## config.mk

```make
export PLATFORM = sky130hd
export DESIGN_NAME = pc_fetch_unit
export DESIGN_NICKNAME = d
export VERILOG_FILES = /design/src/rtl/pc_fetch_unit.sv
export SDC_FILE = /design/constraint.sdc
export NUM_CORES = 1
export LEC_CHECK = 0
export BUFFER_PORTS_ARGS = -buffer_cell sky130_fd_sc_hd__buf_2
export CAP_MARGIN = 20
export CORE_MARGIN = 5
export CORE_UTILIZATION = 55
export CTS_CLUSTER_DIAMETER = 80
export DETAILED_ROUTE_END_ITERATION = 7
export PLACE_DENSITY = 0.87
export SYNTH_ARGS = -nofsm -noshare
export SYNTH_HDL_FRONTEND = slang
export SYNTH_SLANG_ARGS = --single-unit
```

## constraint.sdc

```tcl
create_clock -name clk -period 7.1 [get_ports clk]
set_clock_uncertainty 0.1 [all_clocks]
set_input_delay 0 -clock clk [delete_from_list [all_inputs] [get_ports clk]]
set_output_delay 0 -clock clk [all_outputs]
set_load 0.02 [all_outputs]
```

## src/rtl/pc_fetch_unit.sv

```systemverilog
// Instruction-fetch stage: owns the PC, loads it from a two-word vector table on request
// and streams instructions from a synchronous 16-bit memory with stall and branch redirect.
module pc_fetch_unit #(
    parameter int                ADDR_W   = 16,
    parameter logic [ADDR_W-1:0] VEC_BASE = '0
) (
    input  logic              clk,
    input  logic              rst,
    input  logic              fetch,
    input  logic              extend,
    input  logic [1:0]        fetch_src,
    input  logic              stall,
    input  logic              branch_taken,
    input  logic [31:0]       branch_target,
    output logic [ADDR_W-1:0] imem_addr,
    output logic              imem_en,
    input  logic [15:0]       imem_rdata,
    output logic [15:0]       inst_out,
    output logic [31:0]       inst_pc,
    output logic              inst_valid,
    output logic [31:0]       epc,
    output logic              busy
);

    typedef enum logic [1:0] {
        IDLE    = 2'd0,
        RUN     = 2'd1,
        VEC_HI  = 2'd2,
        VEC_END = 2'd3
    } state_t;

    state_t            state_q, state_d;
    logic [31:0]       pc_q, pc_d;
    logic [31:0]       inst_pc_q, inst_pc_d;
    logic [31:0]       epc_q, epc_d;
    logic [15:0]       lo_half_q, lo_half_d;
    logic              rd_valid_q, rd_valid_d;
    logic [ADDR_W-1:0] vec_q, vec_d;

    logic              vec_start_s;
    logic [ADDR_W-1:0] vec_addr_s;
    logic              imem_en_s;
    logic [ADDR_W-1:0] imem_addr_s;

    assign vec_addr_s  = VEC_BASE + ADDR_W'({fetch_src, 1'b0});
    assign vec_start_s = fetch && ((state_q == IDLE) || (state_q == RUN));

    // State and datapath registers; reset aborts any vector load in progress.
    always_ff @(posedge clk or posedge rst) begin
        if (rst) begin
            state_q    <= IDLE;
            pc_q       <= 32'h0;
            inst_pc_q  <= 32'h0;
            epc_q      <= 32'h0;
            lo_half_q  <= 16'h0;
            rd_valid_q <= 1'b0;
            vec_q      <= '0;
        end else begin
            state_q    <= state_d;
            pc_q       <= pc_d;
            inst_pc_q  <= inst_pc_d;
            epc_q      <= epc_d;
            lo_half_q  <= lo_half_d;
            rd_valid_q <= rd_valid_d;
            vec_q      <= vec_d;
        end
    end

    // Next-state, datapath updates and memory request for the current cycle.
    always_comb begin
        state_d     = state_q;
        pc_d        = pc_q;
        inst_pc_d   = inst_pc_q;
        epc_d       = epc_q;
        lo_half_d   = lo_half_q;
        rd_valid_d  = rd_valid_q;
        vec_d       = vec_q;
        imem_en_s   = 1'b0;
        imem_addr_s = pc_q[ADDR_W-1:0];

        if (vec_start_s) begin
            // The word in flight is dropped; epc records where execution would have resumed.
            imem_addr_s = vec_addr_s;
            imem_en_s   = 1'b1;
            rd_valid_d  = 1'b0;
            vec_d       = vec_addr_s;
            state_d     = VEC_HI;
            if (fetch_src == 2'b01) begin
                epc_d = rd_valid_q ? inst_pc_q : pc_q;
            end else begin
                epc_d = epc_q;
            end
        end else begin
            case (state_q)
                IDLE: begin
                    state_d = IDLE;
                end
                RUN: begin
                    if (branch_taken) begin
                        pc_d       = branch_target;
                        rd_valid_d = 1'b0;
                    end else if (stall) begin
                        imem_en_s = 1'b0;
                    end else begin
                        imem_en_s   = 1'b1;
                        imem_addr_s = pc_q[ADDR_W-1:0];
                        inst_pc_d   = pc_q;
                        pc_d        = pc_q + 32'd1;
                        rd_valid_d  = 1'b1;
                    end
                end
                VEC_HI: begin
                    imem_addr_s = vec_q + {{(ADDR_W-1){1'b0}}, 1'b1};
                    imem_en_s   = 1'b1;
                    lo_half_d   = imem_rdata;
                    state_d     = VEC_END;
                end
                VEC_END: begin
                    pc_d    = {imem_rdata, lo_half_q};
                    state_d = RUN;
                end
                default: begin
                    state_d = IDLE;
                end
            endcase
        end
    end

    assign imem_addr  = imem_addr_s;
    assign imem_en    = imem_en_s;
    assign inst_out   = imem_rdata;
    assign inst_pc    = inst_pc_q;
    assign inst_valid = rd_valid_q & ~extend & ~fetch;
    assign epc        = epc_q;
    assign busy       = fetch | (state_q == VEC_HI) | (state_q == VEC_END);

endmodule

```

==> impl_metrics.yaml <==
outcome:
  status: "finished clean"
timing:
  maxSlewViolCount: 0
  setup_viol: 0
  min_period_ns: 4.163
  max_freq_mhz: 240.2
  period_share_pct: 58.64
  rsz0062_at_grt: "no"
  finalSetupTns_ns: 0
  finalHoldViolCount: 0
  slew_headroom_pct: 30.42
  postLayoutSetupSlackWorst_ns: 2.937
  worst_slew_pin_slew_ns: 1.044
route:
  antenna_violating_nets_post_route: 0
  wl_mm: 21.30
  wl_per_cell_um: 22.15
  drc: 0
  drt_iter0_markers: 1075
  vias_per_cell: 6.439
  firstDrtPassIters: 7
  vias: 6194
grt:
  grt_pass1_vias: 6099
  grt_max_degree: 74
  overflow: 0
  antenna_found_initial: 2
  grt_pass1_wl_mm: 33.51
  grt_usage_pct: 32.21
power_and_ir_drop:
  leakage_nw: 3.793
  pwr-share-comb_pct: 42.9
  seqPwrFrac_pct: 32.3
  switching_share_pct: 42.41
  vdd.ir_drop.worst_mv: 0.2536
  clkPwrFrac_pct: 24.7
  pwr_density_cell_nw_per_um2: 528.8
  intPower_w: 0.002524
  switchingPower_w: 0.001858
finish:
  layout_common_cells: "buf_2 (154), dfrtp_1 (116), nor2_1 (57), dlygate4sd3_1 (57), a21oi_1 (56)"
  final_common_cell: "buf_2"
  fin_area_sq_um: 8287
  utilization_pct: 73.52
  layout-drive-gt1-share_pct: 30.97
  num-nets-final: 865
  fillCellCount: 671
  area_delta_synth_final_pct: 32.25
synthesis:
  yosys_warnings: 0
  syn_nets: 697
  yosysTopAreaCellShare_pct: 46.73
  synth_area_leader_cell: "dfrtp_1"
  yosys-top-cells-area: "dfrtp_1 (47%), mux2_2 (8.6%), mux2i_1 (5.9%)"
  yosysSeqAreaShare_pct: 46.73
  avgSynthCellArea_sq_um: 9.852
  synth-async-reset-ratio_pct: 100.0
  syn_inst: 636
  ys_ff_latch: 117
  ys.flop_type: "dfrtp_1"
  synth-edff-count: 0
  syn-cell-area_sq_um: 6266
  synth_cell_types: 50
floorplan:
  die_y_um: 116.7
  row_count: 39
  dieArea_sq_um: 13630
  initial_core_util_pct: 55.59
  dieWidth_um: 116.7
  ios: 155
  core_area_sq_um: 11270
place:
  place_ws_ns: 3.741
  hpwlAfterDp_mm: 12.08
  io_buffers: 154
  dpl_cell_area_sq_um: 6973
  gp_congestion: 0.9093
critical_path:
  slowest_delay_ns: 0.91
  path_buf_inv: 2
  cp_slowest_cell: "ha_2"
  critical-path-top-delay-family: "simple AND/OR/NAND/NOR gates"
  arrival_ns: 4.41
  worstSetupPathType: "reg -> reg"
  r2r_cells: 8
  crit_chain: "ha_2, o21bai_1, a2bb2oi_2, buf_4, nor2_1, nand2_1, o211ai_1, dlygate4sd3_1"
  crit_cells: 8
  worstSetupEndpointType: "flip-flop"
  cp.required_ns: 7.35
  cp_max_fo: 56
  cp-start-kind: "flip-flop"
cts:
  cts_root_buffer: "clkbuf_16"
  post_cts_buffers: 0
  cts_inserted_buffers: 17
  cts_max_level: 4
  clk_pin_slew_ns: 0.06
  cts_buffer_depth: 2
  tritoncts: "built"
  clk_latency_ns: 0.41
  clock-sinks: 117
min_path:
  min_path_cells: 5
  hold_path_class: "in -> reg"
job:
  cap_violations: 0
==> routing by layer <==
| metal | global-route usage (%) | vias to the layer above | wire [um] |
|---|---|---|---|
| met3 | 7.617 | 139 | 2347 |
| met4 | 18.20 | 0 | 1455 |
| li1 | - | 2610 | - |
| met2 | 50.85 | 502 | 9906 |
| met1 | 40.73 | 2943 | 7594 |
| met5 | 0 | - | 0 |
==> repair_timing <==
| item | 4_1_cts | 5_1_grt |
|---|---|---|
| hold buffers | 57 | 0 |
| endpoints found under the setup margin | 0 | 0 |
| endpoints found under the hold margin | 95 | 0 |
| gates resized for setup | 0 | 0 |
==> metrics by stage <==
step	hold WS, ns	total power (W)	std cells
after global placement	-0.01263	0.003004	870
after floorplan	-0.02045	0.002544	636
final	0.05822	0.004382	962
after global routing	0.07647	0.004584	962
after CTS	0.03159	0.004266	960
after detailed placement	0.0006522	0.003105	871
==> kinds of logic (layout without fill, tap and decap cells) <==
family          Yosys count  in the layout  synth area share, %
compound gates          138            138                13.84
xor+xnor                 19             19                2.656
fa+ha+maj                 5              5               0.9984
buf+inv                  85            266                6.250
flops                   117            117                46.73
mux                      85             85                14.54
other cells               0              2                    0
simple gates            187            187                15.00
==> sequential cells by signal (all words and copies together), names as in the netlist <==
register    flops
epc            32
inst_pc        32
lo_half_q      16
pc_q           32
rd_valid_q      1
state_q         2
vec_q           2
==> cell type report <==
class	instances	area, sq um	share of cell area [%]
Antenna cell	2	5.005	0.06040
Clock buffer	20	466.7	5.632
Clock inverter	12	271.5	3.276
Inverter	16	62.56	0.7549
Multi-Input combinational cell	434	2972	35.86
Sequential cell	117	2929	35.35
Tap cell	143	178.9	2.159
Timing Repair Buffer	218	1401	16.91
==> final timing paths <==
kind / from / to / slack [ns]
hold / removal: branch_target[26] / pc_q[26] / 0.06
min in group asynchronous: rst / epc[2] / 0.12
setup reg to reg: state_q[1] / pc_q[22] / 2.94
hold reg to reg: lo_half_q[15] / lo_half_q[15] / 0.40
setup / recovery: state_q[1] / pc_q[22] / 2.94
max in group asynchronous: rst / inst_pc[18] / 5.44
==> power groups by stage <==
stage	logic [W]	registers (W)	clock network [W]
after floorplan	0.00112	0.00142	0
after global placement	0.00165	0.00135	0
after detailed placement	0.00172	0.00138	0
after CTS	0.00181	0.00138	0.00107
after global routing	0.00202	0.00145	0.00112
final	0.00188	0.00142	0.00108
==> tightest hold or removal path: stages <==
cell and delay, ns:
buf_2 0.10, inv_1 0.06, a21oi_1 0.07, a221oi_2 0.23, nor3_1 0.07
==> cells in the mapped netlist, drive strengths merged (2+ instances only) <==
cell type,instances
a221o,9
o21ai,33
a311oi,3
dfrtp,117
or4,3
buf,33
a211oi,4
nor2,57
nor3b,3
o211ai,4
mux2i,37
a21oi,56
nor3,18
xor2,5
xnor2,14
nor2b,3
o41ai,2
a211o,3
mux2,48
a31oi,5
nor4,6
nand2,37
nand3,13
ha,5
inv,16
and4,5
nand4,9
o31ai,3
and2,11
and3,18
clkbuf,36
a221oi,7
a311o,2
No activity file was read; power rests on OpenSTA's default activity.
